==> src/rtl/sys_ctrl_pkg.sv <==
// Shared definitions for the system controller: frame command codes,
// error reply code, FSM state encoding and ALU operand RF locations.
package sys_ctrl_pkg;

  localparam logic [7:0] CMD_WR      = 8'hAA;
  localparam logic [7:0] CMD_RD      = 8'hBB;
  localparam logic [7:0] CMD_ALU_OP  = 8'hCC;
  localparam logic [7:0] CMD_ALU_NOP = 8'hDD;
  localparam logic [7:0] ERR_CODE    = 8'hEE;

  localparam int unsigned ALU_OPA_ADDR = 0;
  localparam int unsigned ALU_OPB_ADDR = 1;

  typedef enum logic [3:0] {
    IDLE,
    WR_ADDR,
    WR_DATA,
    RD_ADDR,
    RD_WAIT,
    OPA,
    OPB,
    FUN,
    ALU_WAIT,
    TX_LO,
    TX_HI,
    TX_RD,
    TX_ERR
  } state_t;

  // States that push a word into the TX FIFO.
  function automatic logic is_tx_state(input state_t s);
    return s inside {TX_LO, TX_HI, TX_RD, TX_ERR};
  endfunction

  // States in which the inter-word timeout runs.
  function automatic logic is_timed_state(input state_t s);
    return (s != IDLE) && !is_tx_state(s);
  endfunction

  // First state of a frame for a given command byte; unknown codes go to TX_ERR.
  function automatic state_t decode_cmd(input logic [7:0] code);
    case (code)
      CMD_WR:      return WR_ADDR;
      CMD_RD:      return RD_ADDR;
      CMD_ALU_OP:  return OPA;
      CMD_ALU_NOP: return FUN;
      default:     return TX_ERR;
    endcase
  endfunction

endpackage

==> src/rtl/sys_ctrl_gen2_if.sv <==
// Bundle of the UART RX/TX, register-file and ALU signals seen by the
// controller. master = controller side, slave = surrounding system.
interface sys_ctrl_gen2_if #(
  parameter int DATA_WIDTH = 8,
  parameter int ADDR_WIDTH = 4
);

  logic [DATA_WIDTH-1:0]   RX_P_DATA;
  logic                    RX_D_VLD;
  logic [DATA_WIDTH-1:0]   Rd_Data;
  logic                    Rd_Data_Valid;
  logic [2*DATA_WIDTH-1:0] ALU_OUT;
  logic                    OUT_VALID;
  logic                    FIFO_FULL;

  logic                    WrEn;
  logic                    RdEn;
  logic [ADDR_WIDTH-1:0]   address;
  logic [DATA_WIDTH-1:0]   WrData;
  logic                    ALU_EN;
  logic [3:0]              ALU_FUN;
  logic                    CLK_EN;
  logic                    clk_div_en;
  logic [DATA_WIDTH-1:0]   TX_P_DATA;
  logic                    TX_D_VLD;
  logic                    CMD_ERR;

  modport master (
    input  RX_P_DATA, RX_D_VLD, Rd_Data, Rd_Data_Valid, ALU_OUT, OUT_VALID, FIFO_FULL,
    output WrEn, RdEn, address, WrData, ALU_EN, ALU_FUN, CLK_EN, clk_div_en,
           TX_P_DATA, TX_D_VLD, CMD_ERR
  );

  modport slave (
    output RX_P_DATA, RX_D_VLD, Rd_Data, Rd_Data_Valid, ALU_OUT, OUT_VALID, FIFO_FULL,
    input  WrEn, RdEn, address, WrData, ALU_EN, ALU_FUN, CLK_EN, clk_div_en,
           TX_P_DATA, TX_D_VLD, CMD_ERR
  );

endinterface

==> src/rtl/sys_ctrl_timer.sv <==
// Inter-word watchdog. Counts while run is high, restarts on clear or when
// not running, and flags expiry once the count sits at TIMEOUT_CYCLES-1.
module sys_ctrl_timer #(
  parameter int TIMEOUT_CYCLES = 1024
) (
  input  logic CLK,
  input  logic RST,
  input  logic clear,
  input  logic run,
  output logic expired
);

  localparam int CNT_W = $clog2(TIMEOUT_CYCLES);
  localparam logic [CNT_W-1:0] LAST = CNT_W'(TIMEOUT_CYCLES - 1);

  logic [CNT_W-1:0] cnt;

  // Saturating up-count while running; any activity restarts from zero.
  always_ff @(posedge CLK or posedge RST) begin
    if (RST) begin
      cnt <= '0;
    end else if (clear || !run) begin
      cnt <= '0;
    end else if (cnt != LAST) begin
      cnt <= cnt + 1'b1;
    end
  end

  assign expired = run && (cnt == LAST);

endmodule

==> src/rtl/sys_ctrl_gen2.sv <==
// Frame-decoding system controller: turns UART command frames into RF
// writes/reads and ALU runs, and returns results through the TX FIFO.
//
// state    | meaning
// ---------+----------------------------------------------------
// IDLE     | waiting for a command byte
// WR_ADDR  | 0xAA seen, waiting for RF address
// WR_DATA  | waiting for RF write data
// RD_ADDR  | 0xBB seen, waiting for RF address
// RD_WAIT  | RF read issued, waiting for Rd_Data_Valid
// OPA      | 0xCC seen, waiting for operand A (RF addr 0)
// OPB      | waiting for operand B (RF addr 1)
// FUN      | waiting for ALU function word
// ALU_WAIT | ALU started, waiting for OUT_VALID
// TX_LO    | sending low half of ALU result
// TX_HI    | sending high half of ALU result
// TX_RD    | sending RF read data
// TX_ERR   | sending error code
module sys_ctrl_gen2
  import sys_ctrl_pkg::*;
#(
  parameter int DATA_WIDTH     = 8,
  parameter int ADDR_WIDTH     = 4,
  parameter int TIMEOUT_CYCLES = 1024
) (
  input logic             CLK,
  input logic             RST,
  sys_ctrl_gen2_if.master bus
);

  state_t state_q, state_d;

  logic [ADDR_WIDTH-1:0]   addr_q, addr_d;
  logic [DATA_WIDTH-1:0]   rd_q, rd_d;
  logic [2*DATA_WIDTH-1:0] alu_q, alu_d;

  logic                  wr_en_q, wr_en_d;
  logic                  rd_en_q, rd_en_d;
  logic [ADDR_WIDTH-1:0] address_q, address_d;
  logic [DATA_WIDTH-1:0] wr_data_q, wr_data_d;
  logic                  alu_en_q, alu_en_d;
  logic [3:0]            alu_fun_q, alu_fun_d;
  logic                  clk_en_q, clk_en_d;
  logic                  clk_div_en_q;
  logic [DATA_WIDTH-1:0] tx_data_q, tx_data_d;
  logic                  tx_vld_q, tx_vld_d;
  logic                  cmd_err_q, cmd_err_d;

  logic                  tmr_clear, tmr_run, tmr_expired, take_timeout;
  logic [DATA_WIDTH-1:0] rx_word;
  logic                  cmd_upper_zero, addr_ok;

  assign rx_word        = bus.RX_P_DATA;
  assign cmd_upper_zero = (rx_word >> 8) == '0;
  assign addr_ok        = (rx_word >> ADDR_WIDTH) == '0;

  assign tmr_run   = is_timed_state(state_q);
  assign tmr_clear = bus.RX_D_VLD || bus.Rd_Data_Valid || bus.OUT_VALID || (state_d != state_q);

  sys_ctrl_timer #(
    .TIMEOUT_CYCLES (TIMEOUT_CYCLES)
  ) u_timer (
    .CLK     (CLK),
    .RST     (RST),
    .clear   (tmr_clear),
    .run     (tmr_run),
    .expired (tmr_expired)
  );

  // Next-state and next-output decode; data events always take priority over timeout.
  always_comb begin
    state_d      = state_q;
    addr_d       = addr_q;
    rd_d         = rd_q;
    alu_d        = alu_q;
    wr_en_d      = 1'b0;
    rd_en_d      = 1'b0;
    alu_en_d     = 1'b0;
    tx_vld_d     = 1'b0;
    cmd_err_d    = 1'b0;
    clk_en_d     = 1'b0;
    address_d    = address_q;
    wr_data_d    = wr_data_q;
    alu_fun_d    = alu_fun_q;
    tx_data_d    = tx_data_q;
    take_timeout = 1'b0;

    case (state_q)
      IDLE: begin
        if (bus.RX_D_VLD) begin
          state_d   = cmd_upper_zero ? decode_cmd(rx_word[7:0]) : TX_ERR;
          cmd_err_d = (state_d == TX_ERR);
        end
      end
      WR_ADDR: begin
        if (bus.RX_D_VLD) begin
          if (addr_ok) begin
            addr_d  = rx_word[ADDR_WIDTH-1:0];
            state_d = WR_DATA;
          end else begin
            cmd_err_d = 1'b1;
            state_d   = TX_ERR;
          end
        end else if (tmr_expired) begin
          take_timeout = 1'b1;
        end
      end
      WR_DATA: begin
        if (bus.RX_D_VLD) begin
          wr_en_d   = 1'b1;
          address_d = addr_q;
          wr_data_d = rx_word;
          state_d   = IDLE;
        end else if (tmr_expired) begin
          take_timeout = 1'b1;
        end
      end
      RD_ADDR: begin
        if (bus.RX_D_VLD) begin
          if (addr_ok) begin
            rd_en_d   = 1'b1;
            address_d = rx_word[ADDR_WIDTH-1:0];
            state_d   = RD_WAIT;
          end else begin
            cmd_err_d = 1'b1;
            state_d   = TX_ERR;
          end
        end else if (tmr_expired) begin
          take_timeout = 1'b1;
        end
      end
      RD_WAIT: begin
        if (bus.Rd_Data_Valid) begin
          rd_d    = bus.Rd_Data;
          state_d = TX_RD;
        end else if (tmr_expired) begin
          take_timeout = 1'b1;
        end
      end
      OPA, OPB: begin
        if (bus.RX_D_VLD) begin
          wr_en_d   = 1'b1;
          address_d = (state_q == OPA) ? ADDR_WIDTH'(ALU_OPA_ADDR) : ADDR_WIDTH'(ALU_OPB_ADDR);
          wr_data_d = rx_word;
          state_d   = (state_q == OPA) ? OPB : FUN;
        end else if (tmr_expired) begin
          take_timeout = 1'b1;
        end
      end
      FUN: begin
        if (bus.RX_D_VLD) begin
          alu_fun_d = rx_word[3:0];
          alu_en_d  = 1'b1;
          clk_en_d  = 1'b1;
          state_d   = ALU_WAIT;
        end else if (tmr_expired) begin
          take_timeout = 1'b1;
        end
      end
      ALU_WAIT: begin
        // Gate stays open through the cycle after OUT_VALID.
        clk_en_d = 1'b1;
        if (bus.OUT_VALID) begin
          alu_d   = bus.ALU_OUT;
          state_d = TX_LO;
        end else if (tmr_expired) begin
          take_timeout = 1'b1;
        end
      end
      TX_LO: begin
        if (!bus.FIFO_FULL) begin
          tx_vld_d  = 1'b1;
          tx_data_d = alu_q[DATA_WIDTH-1:0];
          state_d   = TX_HI;
        end
      end
      TX_HI: begin
        if (!bus.FIFO_FULL) begin
          tx_vld_d  = 1'b1;
          tx_data_d = alu_q[2*DATA_WIDTH-1:DATA_WIDTH];
          state_d   = IDLE;
        end
      end
      TX_RD: begin
        if (!bus.FIFO_FULL) begin
          tx_vld_d  = 1'b1;
          tx_data_d = rd_q;
          state_d   = IDLE;
        end
      end
      TX_ERR: begin
        if (!bus.FIFO_FULL) begin
          tx_vld_d  = 1'b1;
          tx_data_d = DATA_WIDTH'(ERR_CODE);
          state_d   = IDLE;
        end
      end
      default: state_d = IDLE;
    endcase

    if (take_timeout) begin
      state_d   = IDLE;
      cmd_err_d = 1'b1;
      clk_en_d  = 1'b0;
    end

    // Words arriving while a reply is being sent are dropped and flagged.
    if (is_tx_state(state_q) && bus.RX_D_VLD) begin
      cmd_err_d = 1'b1;
    end
  end

  // State, latched frame data and all outputs are registered here.
  always_ff @(posedge CLK or posedge RST) begin
    if (RST) begin
      state_q      <= IDLE;
      addr_q       <= '0;
      rd_q         <= '0;
      alu_q        <= '0;
      wr_en_q      <= 1'b0;
      rd_en_q      <= 1'b0;
      address_q    <= '0;
      wr_data_q    <= '0;
      alu_en_q     <= 1'b0;
      alu_fun_q    <= '0;
      clk_en_q     <= 1'b0;
      clk_div_en_q <= 1'b0;
      tx_data_q    <= '0;
      tx_vld_q     <= 1'b0;
      cmd_err_q    <= 1'b0;
    end else begin
      state_q      <= state_d;
      addr_q       <= addr_d;
      rd_q         <= rd_d;
      alu_q        <= alu_d;
      wr_en_q      <= wr_en_d;
      rd_en_q      <= rd_en_d;
      address_q    <= address_d;
      wr_data_q    <= wr_data_d;
      alu_en_q     <= alu_en_d;
      alu_fun_q    <= alu_fun_d;
      clk_en_q     <= clk_en_d;
      clk_div_en_q <= 1'b1;
      tx_data_q    <= tx_data_d;
      tx_vld_q     <= tx_vld_d;
      cmd_err_q    <= cmd_err_d;
    end
  end

  assign bus.WrEn       = wr_en_q;
  assign bus.RdEn       = rd_en_q;
  assign bus.address    = address_q;
  assign bus.WrData     = wr_data_q;
  assign bus.ALU_EN     = alu_en_q;
  assign bus.ALU_FUN    = alu_fun_q;
  assign bus.CLK_EN     = clk_en_q;
  assign bus.clk_div_en = clk_div_en_q;
  assign bus.TX_P_DATA  = tx_data_q;
  assign bus.TX_D_VLD   = tx_vld_q;
  assign bus.CMD_ERR    = cmd_err_q;

endmodule

==> src/flat_wrapper.sv <==
// flat-port wrapper written by rule: the top's interface ports become plain ports
module sys_ctrl_gen2_flat import sys_ctrl_pkg::*;
#(
  parameter int DATA_WIDTH     = 8,
  parameter int ADDR_WIDTH     = 4,
  parameter int TIMEOUT_CYCLES = 1024
)
  (CLK, RST, bus_RX_P_DATA, bus_RX_D_VLD, bus_Rd_Data, bus_Rd_Data_Valid, bus_ALU_OUT, bus_OUT_VALID, bus_FIFO_FULL, bus_WrEn, bus_RdEn, bus_address, bus_WrData, bus_ALU_EN, bus_ALU_FUN, bus_CLK_EN, bus_clk_div_en, bus_TX_P_DATA, bus_TX_D_VLD, bus_CMD_ERR);
  sys_ctrl_gen2_if #(.DATA_WIDTH(DATA_WIDTH), .ADDR_WIDTH(ADDR_WIDTH)) bus_i ();
  input logic CLK;
  input logic RST;
  input wire logic [$bits(bus_i.RX_P_DATA)-1:0] bus_RX_P_DATA;
  input wire logic [$bits(bus_i.RX_D_VLD)-1:0] bus_RX_D_VLD;
  input wire logic [$bits(bus_i.Rd_Data)-1:0] bus_Rd_Data;
  input wire logic [$bits(bus_i.Rd_Data_Valid)-1:0] bus_Rd_Data_Valid;
  input wire logic [$bits(bus_i.ALU_OUT)-1:0] bus_ALU_OUT;
  input wire logic [$bits(bus_i.OUT_VALID)-1:0] bus_OUT_VALID;
  input wire logic [$bits(bus_i.FIFO_FULL)-1:0] bus_FIFO_FULL;
  output wire logic [$bits(bus_i.WrEn)-1:0] bus_WrEn;
  output wire logic [$bits(bus_i.RdEn)-1:0] bus_RdEn;
  output wire logic [$bits(bus_i.address)-1:0] bus_address;
  output wire logic [$bits(bus_i.WrData)-1:0] bus_WrData;
  output wire logic [$bits(bus_i.ALU_EN)-1:0] bus_ALU_EN;
  output wire logic [$bits(bus_i.ALU_FUN)-1:0] bus_ALU_FUN;
  output wire logic [$bits(bus_i.CLK_EN)-1:0] bus_CLK_EN;
  output wire logic [$bits(bus_i.clk_div_en)-1:0] bus_clk_div_en;
  output wire logic [$bits(bus_i.TX_P_DATA)-1:0] bus_TX_P_DATA;
  output wire logic [$bits(bus_i.TX_D_VLD)-1:0] bus_TX_D_VLD;
  output wire logic [$bits(bus_i.CMD_ERR)-1:0] bus_CMD_ERR;
  assign bus_i.RX_P_DATA = bus_RX_P_DATA;
  assign bus_i.RX_D_VLD = bus_RX_D_VLD;
  assign bus_i.Rd_Data = bus_Rd_Data;
  assign bus_i.Rd_Data_Valid = bus_Rd_Data_Valid;
  assign bus_i.ALU_OUT = bus_ALU_OUT;
  assign bus_i.OUT_VALID = bus_OUT_VALID;
  assign bus_i.FIFO_FULL = bus_FIFO_FULL;
  assign bus_WrEn = bus_i.WrEn;
  assign bus_RdEn = bus_i.RdEn;
  assign bus_address = bus_i.address;
  assign bus_WrData = bus_i.WrData;
  assign bus_ALU_EN = bus_i.ALU_EN;
  assign bus_ALU_FUN = bus_i.ALU_FUN;
  assign bus_CLK_EN = bus_i.CLK_EN;
  assign bus_clk_div_en = bus_i.clk_div_en;
  assign bus_TX_P_DATA = bus_i.TX_P_DATA;
  assign bus_TX_D_VLD = bus_i.TX_D_VLD;
  assign bus_CMD_ERR = bus_i.CMD_ERR;
  sys_ctrl_gen2 #(.DATA_WIDTH(DATA_WIDTH), .ADDR_WIDTH(ADDR_WIDTH), .TIMEOUT_CYCLES(TIMEOUT_CYCLES)) u_core (.CLK(CLK), .RST(RST), .bus(bus_i));
endmodule
==> config.mk <==
export PLATFORM = sky130hd
export DESIGN_NAME = sys_ctrl_gen2_flat
export DESIGN_NICKNAME = d
export VERILOG_FILES = /design/src/rtl/sys_ctrl_pkg.sv /design/src/rtl/sys_ctrl_gen2_if.sv /design/src/rtl/sys_ctrl_timer.sv /design/src/rtl/sys_ctrl_gen2.sv /design/src/flat_wrapper.sv
export SDC_FILE = /design/constraint.sdc
export NUM_CORES = 1
export LEC_CHECK = 0
export ABC_CLOCK_PERIOD_IN_PS = 3500
export BUFFER_PORTS_ARGS = -buffer_cell sky130_fd_sc_hd__buf_2
export CAP_MARGIN = 5
export CORE_ASPECT_RATIO = 1.5
export CORE_UTILIZATION = 50
export DETAILED_ROUTE_END_ITERATION = 10
export HOLD_SLACK_MARGIN = 0.06
export PLACE_DENSITY = 0.71
export SLEW_MARGIN = 30
export SYNTH_ARGS = -nofsm -noshare
export SYNTH_HDL_FRONTEND = slang
export SYNTH_SLANG_ARGS = --single-unit
export TNS_END_PERCENT = 10
==> constraint.sdc <==
create_clock -name CLK -period 3.5 [get_ports CLK]
set_clock_uncertainty 0.15 [all_clocks]
set_input_delay 0 -clock CLK [delete_from_list [all_inputs] [get_ports CLK]]
set_output_delay 0 -clock CLK [all_outputs]
set_load 0.005 [all_outputs]
==> results by stage, run 1 <==
Clock tree:
- In this run the post-CTS setup repair buffer count came out at 0.
- Counting along the longest clock path gives a buffer depth of 2.
- Clock tree synthesis inserted a total of 9 buffers.
- The CTS clock-pin slew for the worst setup and hold paths is 0.08 ns.
- The source-to-sink clock delay at the later pin of the worst-skew pair is 0.36 ns.
- The clock net sink count is 73.
- The depth of the CTS H-tree is 3.
- TritonCTS built the clock tree.
- The cell at the root of the clock tree is sky130_fd_sc_hd__clkbuf_8.

Synthesis:
- When the netlist entered floorplanning its net count stood at 394.
- Yosys printed 0 warnings.
- The cell type with the largest total area after synthesis is sky130_fd_sc_hd__dfrtp_1.
- In this run, synthesis produced a sequential element count of 73.
- Counting instances in the post-synthesis netlist gives the leading cell types as sky130_fd_sc_hd__dfrtp_1 (73), sky130_fd_sc_hd__mux2_2 (42), sky130_fd_sc_hd__nor2_1 (32).
- The unique cell type count in the Yosys netlist is 62.
- The share of the synthesized area in the top cell type is 48.1%.
- The most frequent cell after synthesis is sky130_fd_sc_hd__dfrtp_1.
- A synthesized cell averages 10.7 sq um.
- In this run the cell area of the synthesized design comes to 3800 sq um.
- Among all flip-flop cells after synthesis, the most frequent one is sky130_fd_sc_hd__dfrtp_1.
- Sequential elements use 48.1% of the synthesized area.
- In the post-synthesis netlist, the biggest area contributors are sky130_fd_sc_hd__dfrtp_1 (48%), sky130_fd_sc_hd__mux2_2 (12%), sky130_fd_sc_hd__a21oi_1 (3.8%).
- The share of flip-flops with an asynchronous set or reset is 100%.
- The number of cells produced by synthesis is 355.
- In this run, synthesis inferred 0 flip-flops with an integrated enable.

Routing:
- The number of detailed-routing iterations run before antenna repair is 5.
- Summed over all nets, wire length on met3 after detailed routing comes to 322 um.
- The first-iteration detailed-routing DRC count is 164.
- The mean routed wirelength per cell is 17.1 um.
- The total number of vias is 3,242.
- The top routing layer in use is met4.
- The remaining antenna violation count after routing is 0.
- The total routed wire length on the met1 layer is 3.64 mm.
- In the routed layout, each cell is associated on average with a via count of 5.72.
- Detailed routing placed a total of 5.18 mm of wire on met2.
- The final layout contains routed wiring with a total length of 9.67 mm.
- For this run, design rule violations remaining after detail routing come to 0.

Timing:
- Setup violations remaining at the end of the flow were counted as 0.
- The worst setup slack after layout is 0.227 ns.
- The tightest hold path in the finished design has a slack of 0.150 ns.
- The setup TNS is 0 ns.
- The total count of hold-check failures in the final report came to 0.
- The slew of the pin with the lowest slew margin is 0.929 ns.
- The maximum frequency from static timing analysis is 306 MHz.
- Setup repair after global routing left no endpoint under its margin.
- The max-slew headroom at the worst pin is 37.5%.
- The worst path needs 3.27 ns of the cycle, external delays included.
- The final-report max-slew violation count is 0.
- In the finished design, the share of the clock period the worst path needs comes to 93.5%.

Pwr:
- The power density over the cells is 774 nW/um^2.
- The worst-case IR drop observed on VDD is 0.000463 V.
- The standby leakage power is 2.12 nW.

Finish:
- Relative to the synthesized area, the layout overhead comes to 27.0%.
- The final net count is 501.
- 0 antenna diodes ended up in the layout.
- The fraction of layout cells with a size suffix above 1 is 33.6%.
- The finished layout cell area is 4820 sq um.

Global routing:
- The global-route wire length before repair is 15.6 mm.
- The number of antenna violations at the first check in global routing is 0.
- The via count of the first global-routing pass was 3,285.
- Summed over all layers, the global routing overflow is 0.
- The maximum number of pins on one net before global-route repair is 43.
- The global-route usage over all layers is 26.5%.

Setup path:
- The critical path class is register to register.
- The highest net fanout along the worst path is 15.
- The critical path arrival is 3.38 ns.
- The startpoint identified for the worst register-to-register timing path is u_core.state_q[0].
- The critical path contains buffers and inverters numbering 0 combined.
- The delay contributed by the slowest stage of the critical path is 0.86 ns.
- The capture instance of the worst register-to-register path is u_core.u_timer.cnt[2].
- The launching element type of the critical path is a register.
- Measured in cells, the most critical reg-to-reg path has a length of 6.
- STA puts the critical path data required time at 3.61 ns.
- The critical path capture point type is a register.
- The internal reg-to-reg setup slack is 0.23 ns.
- The signal on the critical path passes through nor4_1 > nand2_1 > o31ai_1 > o221ai_1 > a221o_1 > nor4_2.
- The cell at the slowest stage of the critical path is sky130_fd_sc_hd__nor4_1.
- The dominant delay contributor by cell family on the critical path is simple AND/OR/NAND/NOR gates.

Place:
- The placed instances occupy a cell area of 4260 sq um.
- The number of port buffers is 68.
- The congestion estimate from routability-driven global placement came to 0.931.
- The half-perimeter wire length after detailed placement is 6.76 mm.
- The setup slack after placement is 0.322 ns.

Floorplanning:
- The horizontal die dimension is 73.1 um.
- The die extent in y is 109 um.
- The overall die area is 7950 sq um.
- In this run the count of I/O pins placed on the die edge is 69.
- The count of standard-cell rows is 38.
- The starting utilization of the core area is 52.2%.
- The area inside the core boundary is 7270 sq um.

Flow run:
- The number of max-cap violations is 0.

Min path:
- The cell depth of the worst min-delay path is 6.
- The path with the worst hold slack has its endpoint at u_core.u_timer.cnt[7].
- The type of the most critical hold path is input port to register.
- The startpoint of the tightest hold check path is bus_OUT_VALID.

Status:
- The run finished with clean final reports.
## flip-flops by register name (all words and copies together), names as in the netlist
signal and flops:
u_core.bus.ALU_EN 1, u_core.alu_q 16, u_core.bus.clk_div_en 1, u_core.bus.address 4, u_core.bus.TX_D_VLD 1, u_core.addr_q 4
u_core.bus.RdEn 1, u_core.bus.TX_P_DATA 8, u_core.rd_q 8, u_core.bus.CMD_ERR 1, u_core.u_timer.cnt 10, u_core.bus.CLK_EN 1
u_core.bus.WrData 8, u_core.bus.WrEn 1, u_core.bus.ALU_FUN 4, u_core.state_q 4
## layout make-up
class	count	area, sq um
Clock buffer	9	124
Clock inverter	7	78.8
Fill cell	604	2450
Inverter	8	30.0
Multi-Input combinational cell	253	1840
Sequential cell	73	1830
Tap cell	100	125
Timing Repair Buffer	117	798
## tightest hold or removal path, stage by stage
cell and delay [ns]:
sky130_fd_sc_hd__buf_2 0.11, sky130_fd_sc_hd__nor4_1 0.05, sky130_fd_sc_hd__and2_1 0.16, sky130_fd_sc_hd__o21ai_2 0.05, sky130_fd_sc_hd__buf_4 0.20, sky130_fd_sc_hd__nor4_4 0.06
## worst max path at each step
stage / start / end / slack (ns) / cells past startpoint
after detailed placement: u_core.state_q[0] / u_core.u_timer.cnt[2] / 0.32 / 6
after floorplan: u_core.state_q[0] / u_core.u_timer.cnt[4] / 0.87 / 8
after CTS: u_core.state_q[0] / u_core.u_timer.cnt[2] / 0.29 / 6
after global placement: u_core.state_q[0] / u_core.u_timer.cnt[8] / 0.36 / 6
after global routing: u_core.state_q[0] / u_core.u_timer.cnt[3] / 0.13 / 6
final: u_core.state_q[0] / u_core.u_timer.cnt[2] / 0.23 / 6
## report_power, final
group	switching, mW	internal (mW)
logic	0.909	0.751
registers	0.223	1.17
clock network	0.343	0.336
## layout by cell type, fill, tap and decap left out, types with 2 or more instances in the layout
cell	instances
sky130_fd_sc_hd__dfrtp_1	73
sky130_fd_sc_hd__buf_2	68
sky130_fd_sc_hd__mux2_2	42
sky130_fd_sc_hd__dlygate4sd3_1	36
sky130_fd_sc_hd__nor2_1	32
sky130_fd_sc_hd__a21oi_1	29
sky130_fd_sc_hd__nand2_1	23
sky130_fd_sc_hd__o21ai_0	13
sky130_fd_sc_hd__buf_4	13
sky130_fd_sc_hd__nand3_1	11
sky130_fd_sc_hd__clkbuf_8	9
sky130_fd_sc_hd__inv_1	7
sky130_fd_sc_hd__nor4_2	7
sky130_fd_sc_hd__nor2b_1	5
sky130_fd_sc_hd__mux2i_1	5
sky130_fd_sc_hd__o22ai_1	5
sky130_fd_sc_hd__nor4_1	4
sky130_fd_sc_hd__nand4_1	4
sky130_fd_sc_hd__nor3_1	4
sky130_fd_sc_hd__o221ai_1	4
sky130_fd_sc_hd__and4_1	3
sky130_fd_sc_hd__a21o_1	3
sky130_fd_sc_hd__a22oi_1	3
sky130_fd_sc_hd__xnor2_1	3
sky130_fd_sc_hd__nor4bb_1	3
sky130_fd_sc_hd__a31oi_1	3
sky130_fd_sc_hd__xor2_1	3
sky130_fd_sc_hd__nor3b_1	2
sky130_fd_sc_hd__nand2b_1	2
sky130_fd_sc_hd__o21a_1	2
sky130_fd_sc_hd__or4_1	2
sky130_fd_sc_hd__and3_1	2
sky130_fd_sc_hd__a211oi_1	2
sky130_fd_sc_hd__o31ai_1	2
sky130_fd_sc_hd__nand4b_1	2
sky130_fd_sc_hd__o311a_1	2
sky130_fd_sc_hd__nor4b_2	2
sky130_fd_sc_hd__clkinvlp_4	2
## logic make-up (layout without fill, tap and decap cells)
kind of cell,after synthesis,count (layout),synth area share [%]
DFF,73,73,48.1
adders and majority gates,1,1,0.330
buffers and inverters,29,141,3.43
xor gates and xnor gates,6,6,1.38
AOI/OAI and AO/OA,83,83,14.8
and+or+nand+nor,115,115,18.1
muxes,47,47,13.8
other,1,1,0.0988
## routing by layer
layer / GRT usage, % / up-vias
li1: - / 1531
met4: 18.9 / 0
met2: 46.4 / 101
met3: 4.99 / 44
met1: 28.0 / 1566
met5: 0 / -
## through the flow
stage | utilization (%) | std cells | total power, mW
after detailed placement | 58.5 | 515 | 3.02
after global routing | 66.3 | 567 | 3.99
after CTS | 66.3 | 567 | 3.74
after global placement | 58.5 | 515 | 2.99
after floorplan | - | 355 | 2.53
final | 66.3 | 567 | 3.73
## what timing repair did
| item | CTS | global route |
|---|---|---|
| hold buffers | 36 | 0 |
| endpoints found under the hold margin | 88 | 0 |
| resized for setup | 0 | 0 |
(Power assumes the default switching activity.)
==> inputs of run 2 (changes only) <==
Settings changed: PLACE_DENSITY 0.71 to 0.73.
==> results by stage, run 2 (synthesis gave the netlist of run 1 again) <==
Routing:
- The aggregate routed wire length is 9.90 mm.
- The pre-antenna-repair detailed-routing pass consisted of 4 iterations.
- The remaining antenna violation count after routing is 0.
- The residual DRC count is 0.
- The per-cell via count in the routed design is 5.73.
- After the first detailed-routing iteration, the DRC count stood at 182.
- Detailed routing inserted a total of 3,255 vias.
- The mean routed wirelength per cell is 17.4 um.

Pwr:
- Of the total power, the share spent switching nets is 38.9%.
- For this design the ratio of total power to cell area is 786 nW/um^2.
- The highest ir drop seen on vdd is 0.000461 V.
- In this run, the clock network consumes 19.3% of the power.
- The internal portion of total power is 2.32 mW.
- The share of total power dissipated in sequential elements is 37.1%.
- The analysis attributes to cell leakage a power of 2.13 nW.
- The part of the power in combinational logic is 43.6%.
- For this design the total switching power over the nets is 1.48 mW.

Setup path:
- Along the worst path, the maximum fanout reaches 14.
- The required time of the critical path is 3.60 ns.
- The critical path capture point type is a register.
- By startpoint and endpoint, the worst setup path is classified as register to register.
- The critical path starts at u_core.state_q[0].
- The largest individual stage delay along the critical path comes from the cell sky130_fd_sc_hd__dfrtp_1.
- Among cell families on the critical path, the largest total delay comes from simple AND/OR/NAND/NOR gates.
- The worst register-to-register path begins at u_core.state_q[0].
- At the worst endpoint, the arrival time is 3.10 ns.
- Traced cell by cell, the critical path runs through or2_4 > a32o_1 > o221a_4 > or4_1 > a221o_1 > nor4_2.
- The launching element type of the critical path is a register.
- The delay contributed by the slowest stage of the critical path is 0.53 ns.
- Counting both buffers and inverters, the worst setup path holds a total of 0.

Finish:
- In the final layout, the registers with the most flip-flops are u_core.alu_q x16, u_core.u_timer.cnt x10.
- The area added between synthesis and finish is 27.5%.
- In the layout the commonest cells are sky130_fd_sc_hd__dfrtp_1 (73), sky130_fd_sc_hd__buf_2 (68), sky130_fd_sc_hd__mux2_2 (42).
- The number of flip-flops under the largest register name is 16.
- The final net count is 501.
- After filler insertion, the fill cell instance count of the layout stands at 581.
- The fraction of layout cells with a size suffix above 1 is 33.6%.
- The register with the highest flop count is u_core.alu_q.
- The number of non-filler instances in the completed layout is 568.
- The most common library cell in the layout ignoring fill and taps is sky130_fd_sc_hd__dfrtp_1.

Clock tree:
- The number of buffers inserted for hold repair after clock tree synthesis is 35.
- The CTS buffer count is 9.
- The clock net sink count is 73.
- The H-tree was split into 3 levels.
- The post-CTS setup-driven buffer insertion count is 0.
- The cell sitting at the root of the clock tree is a sky130_fd_sc_hd__clkbuf_8.
- The source-to-sink clock delay at the later pin of the worst-skew pair is 0.35 ns.
- TritonCTS built the clock tree.
- The number of cells upsized or downsized after cts is 0.
- Clock-pin slew was measured on the worst setup and hold paths at 0.08 ns.
- No sink is reached through more buffers than the 2 on the longest clock path.

Timing:
- The worst path uses 85.7% of the clock period.
- For the pin with the worst max-slew slack, the measured transition is 0.744 ns.
- The worst pin sits at a relative slew slack of 49.6%.
- The total count of hold-check failures in the final report came to 0.
- Setup violations remaining at the end of the flow were counted as 0.
- The smallest clock period supported by the final layout is computed as 3.00 ns.
- The final-report max-slew violation count was 0.
- Setup repair after global routing left no endpoint under its margin.
- In the final timing run, aggregate negative setup slack is 0 ns.
- The maximum frequency from static timing analysis is 334 MHz.

Global routing:
- The global-route wire length before repair is 15.9 mm.
- The number of antenna violations at the first check in global routing is 0.
- The total overflow left after global routing is 0.
- The maximum number of pins on one net before global-route repair is 57.
- Global routing used 26.8% of the available tracks.
- The via count of the first global-routing pass was 3,268.

Flow run:
- The number of max-cap violations is 0.

Place:
- Routability-driven placement finished with a final weighted congestion of 0.917.
- The half-perimeter wire length after detailed placement is 6.62 mm.
- The number of port buffers is 68.
- The placed cell count is 516.

Floorplanning:
- The initial utilization of the core area, before any placement, comes to 52.2%.
- The overall die area is 7950 sq um.
- The region available for standard cell placement spans 7270 sq um.
- Pin placement for this block handled 69 I/O pins.
- The count of standard-cell rows is 38.
- The die is 109 um tall.
- Measured along the x axis, the die boundary spans 73.1 um.

Status:
- The run finished with clean final reports.

Min path:
- The tightest min-delay check is of the input port to asynchronous set/reset pin type.
==> run 2: changes by cell type in the layout (fill, tap and decap cells not counted) <==
| cell | change |
|---|---|
| sky130_fd_sc_hd__inv_4 | +1 |
| sky130_fd_sc_hd__inv_8 | -1 |
| sky130_fd_sc_hd__clkbuf_1 | +1 |
| sky130_fd_sc_hd__clkinvlp_4 | -1 |
| sky130_fd_sc_hd__inv_2 | -1 |
| sky130_fd_sc_hd__diode_2 | +1 |
| sky130_fd_sc_hd__dlygate4sd3_1 | -1 |
| sky130_fd_sc_hd__bufinv_16 | +1 |
| sky130_fd_sc_hd__buf_4 | +1 |
==> run 2: worst register-to-register path, delay by kind of cell, from the launching register on <==
family,cells,cell delay [ns]
compound gates,3,1.06
flops,1,0.53
simple gates,3,1.16
==> run 2: worst paths after layout <==
| check | endpoint | slack [ns] | cells past startpoint |
|---|---|---|---|
| hold / removal | u_core.bus.clk_div_en | 0.14 | 3 |
| setup reg to reg | u_core.u_timer.cnt[2] | 0.50 | 6 |
| hold reg to reg | u_core.rd_q[3] | 0.35 | 1 |
| max in group asynchronous | u_core.u_timer.cnt[5] | 2.35 | 4 |
| min in group CLK | u_core.u_timer.cnt[3] | 0.17 | 6 |
| setup / recovery | u_core.u_timer.cnt[2] | 0.50 | 6 |
==> run 2: final cells by class <==
| type | count | area (sq um) | area share, % |
|---|---|---|---|
| multi-input combinational | 253 | 1840 | 38.0 |
| sequential | 73 | 1830 | 37.7 |
| clock inverter | 6 | 90.1 | 1.86 |
| antenna | 1 | 2.50 | 0.0517 |
| tap | 100 | 125 | 2.59 |
| timing repair buffer | 117 | 796 | 16.4 |
| clock buffer | 10 | 128 | 2.64 |
| inverter | 8 | 32.5 | 0.672 |
==> run 2: through the flow <==
step	util, %	setup slack (ns)	instance area, sq um	hold WS, ns	power [mW]
2_1_floorplan	-	0.872	3800	0.000576	2.53
3_3_place_gp	58.7	0.597	4270	0.0822	2.98
4_1_cts	66.5	0.523	4840	0.162	3.78
3_5_place_dp	58.7	0.541	4270	-0.000609	3.02
5_1_grt	66.5	0.361	4840	0.194	4.04
6_report	66.5	0.502	4840	0.142	3.80
==> run 2: power groups by stage <==
stage               Clock, mW  Combinational, mW  Sequential (mW)
finish                  0.732               1.66             1.41
floorplan                   0               1.19             1.33
CTS                     0.737               1.65             1.40
global placement            0               1.58             1.40
detailed placement          0               1.61             1.41
global route            0.778               1.81             1.45
==> run 2: layer usage <==
metal  track usage [%]  wire length, um
met1              29.5             3800
met2              48.7             5420
met3              5.55              383
met4              11.5              293
met5                 0                0
==> inputs of run 3 (changes only) <==
Settings changed: ABC_CLOCK_PERIOD_IN_PS 3500 to 2900, REMOVE_ABC_BUFFERS from default to 1.
Clock period 3.5 ns to 2.9 ns, I/O delays scaled along.
==> results by stage, run 3 (synthesis gave the netlist of run 1 again) <==
Status:
- The flow ran to the end, and the final reports show no timing, DRC or antenna violations.

Finish:
- The number of flip-flops under the largest register name is 16.
- The filler cells instantiated in the layout total 573.
- Once layout is complete, the cells apart from fillers number 576.
- In the final layout, the share of cells above drive strength 1 is 35.3%.
- The largest registers in the layout are u_core.alu_q x16, u_core.u_timer.cnt x10.
- The sequential cells in the finished layout cover a total of 1830 sq um.
- Summing all multi-input logic gate instances after layout gives 1840 sq um.
- The number of antenna diodes in the final layout is 0.
- The library cells used most frequently in the layout, excluding fill and tap cells, are sky130_fd_sc_hd__dfrtp_1 (73), sky130_fd_sc_hd__buf_2 (68), sky130_fd_sc_hd__mux2_2 (42).
- The most common library cell in the layout ignoring fill and taps is sky130_fd_sc_hd__dfrtp_1.
- With fillers left out, the area of the finished cells amounts to 4870 sq um.
- The final net count is 512.
- Relative to the synthesized area, the layout overhead comes to 28.3%.
- Counting flops per register, the top entry is u_core.alu_q.

Setup path:
- The largest individual stage delay along the critical path comes from the cell sky130_fd_sc_hd__or4_1.
- The capture instance of the worst register-to-register path is u_core.u_timer.cnt[9].
- In this run the critical register-to-register path is launched from u_core.state_q[0].
- For the worst flop-to-flop path, the logic depth is 6.
- STA classifies the critical path endpoint as a register.
- The critical path contains buffers and inverters numbering 2 combined.
- The dominant delay contributor by cell family on the critical path is compound AO/OA/AOI/OAI gates.
- Of all nets on the critical path, the largest fanout is 10.
- The critical path arrival is 2.78 ns.
- The required time of the critical path is 2.96 ns.
- Traced cell by cell, the critical path runs through dlygate4sd3_1 > buf_2 > or4_1 > and4_1 > a2111oi_0 > a211oi_1 > o21ai_2 > nor4b_2.
- The worst setup path is launched from an input port.
- The delay contributed by the slowest stage of the critical path is 0.60 ns.
- The worst setup path is of the input port to register kind.
- The internal reg-to-reg setup slack is 0.19 ns.

Pwr:
- Dividing total power by cell area gives a power density of 912 nW/um^2.
- The overall power of the completed layout is 4.44 mW.
- The analysis attributes to cell leakage a power of 2.16 nW.
- The highest ir drop seen on vdd is 0.000528 V.

Floorplanning:
- The die is 109 um tall.
- After floorplanning, the core was divided into 38 placement rows.
- The horizontal die dimension is 73.1 um.
- Once the floorplan was initialized, standard cells occupied 52.2% of the core.
- The overall die area is 7950 sq um.
- The I/O pin total is 69.
- The area inside the core boundary is 7270 sq um.

Routing:
- The remaining antenna violation count after routing is 0.
- The first routing iteration left 153 violations.
- In the routed design, unresolved DRC markers number 0.
- Dividing the detail-routed via count by the number of cells gives 5.63.
- The mean routed wirelength per cell is 16.6 um.
- Summed over all layers, the routed wires come to 9.54 mm.
- The first TritonRoute pass finished after 4 iterations.
- The routed layout has 3,245 vias.

Clock tree:
- The number of buffers on the longest clock path is 2.
- The CTS clock-pin slew for the worst setup and hold paths is 0.08 ns.
- TritonCTS built the clock tree.
- Counting every sink on the clock net gives 73.
- The later pin in the worst-skew pair is clocked with a latency of 0.36 ns.
- The post-CTS setup-driven buffer insertion count is 0.
- The CTS buffer count is 9.
- The cell sitting at the root of the clock tree is a sky130_fd_sc_hd__clkbuf_8.
- The clock tree synthesis step divided the H-tree into 3 levels.

Place:
- The routability congestion estimate from global placement is 0.920.
- Detailed placement ended at an HPWL of 6.68 mm.
- The instance area after placement is 4360 sq um.
- OpenSTA, run right after detailed placement, puts the worst setup slack at 0.128 ns.
- Buffers placed on the I/O ports in this run total 68.
- The placed cell count is 527.

Global routing:
- The first global-routing pass estimated 15.4 mm of wire.
- The via count of the first global-routing pass is 3,243.
- The number of antenna violations at the first check in global routing is 0.
- Global routing used 26.0% of the available tracks.
- The maximum number of pins on one net before global-route repair is 40.
- The remaining global-route overflow is 0.

Min path:
- The cell depth of the worst min-delay path is 4.
- The type of the most critical hold path is input port to register.
- The path with the worst hold slack has its endpoint at u_core.alu_q[15].
- The startpoint identified for the worst hold timing path is bus_OUT_VALID.

Timing:
- Setup repair after global routing left no endpoint under its margin.
- The total count of hold-check failures in the final report is 0.
- The worst setup slack after layout is 0.184 ns.
- The worst path needs 2.72 ns of the cycle, external delays included.
- The slew of the pin with the lowest slew margin is 0.739 ns.
- The maximum frequency from static timing analysis is 368 MHz.
- The period utilization is 93.7%.
- The final count of negative-setup-slack endpoints is 0.
- The setup TNS is 0 ns.
- The max-slew headroom at the worst pin is 50.7%.
- The final-report max-slew violation count is 0.

Flow run:
- The tool flagged a number of max-cap violations equal to 0.
run 3: layer usage:
metal	track usage (%)	wire (um)
met5	0	0
met4	16.2	381
met3	5.08	358
met2	44.7	5050
met1	28.9	3740
run 3: worst max-delay path by stage:
stage / to / from / slack [ns] / cells after the start
after CTS: u_core.u_timer.cnt[9] / u_core.state_q[0] / 0.10 / 6
after global routing: u_core.u_timer.cnt[2] / bus_RX_P_DATA[7] / 0.006 / 8
after floorplan: u_core.u_timer.cnt[4] / u_core.state_q[0] / -0.11 / 6
after global placement: u_core.u_timer.cnt[9] / u_core.state_q[0] / 0.20 / 6
after detailed placement: u_core.u_timer.cnt[9] / u_core.state_q[0] / 0.13 / 6
final: u_core.u_timer.cnt[8] / bus_RX_P_DATA[5] / 0.18 / 8
run 3: stage by stage:
stage / hold slack (ns) / util (%)
3_3_place_gp: 0.000786 / 60.0
4_1_cts: 0.116 / 66.9
2_1_floorplan: -0.0336 / -
3_5_place_dp: 0.00519 / 60.0
5_1_grt: 0.136 / 67.0
6_report: 0.116 / 67.0
run 3: what timing repair did:
| item | 4_1_cts | 5_1_grt |
|---|---|---|
| hold buffers | 35 | 0 |
| endpoints found under the hold margin | 85 | 0 |
| endpoints found under the setup margin | 0 | 6 |
| resized for setup | 0 | 1 |
run 3: final cells by class:
type	instances	share of cell area (%)
flip-flops and latches	73	37.5
multi-input cells	253	37.8
clock buffers	9	2.54
repair buffers	128	18.3
inverters	8	0.616
clock inverters	5	0.694
well taps	100	2.57
run 3: power by group:
group	internal [mW]	switching [mW]	total (mW)
Clock	0.300	0.386	0.686
Combinational	0.982	1.13	2.11
Sequential	1.42	0.228	1.64
run 3: worst min-delay path, delay by kind of cell:
kind	cells	cell delay, ns
AND/OR/NAND/NOR	1	0.05
buffers and inverters	2	0.31
multiplexers	1	0.24
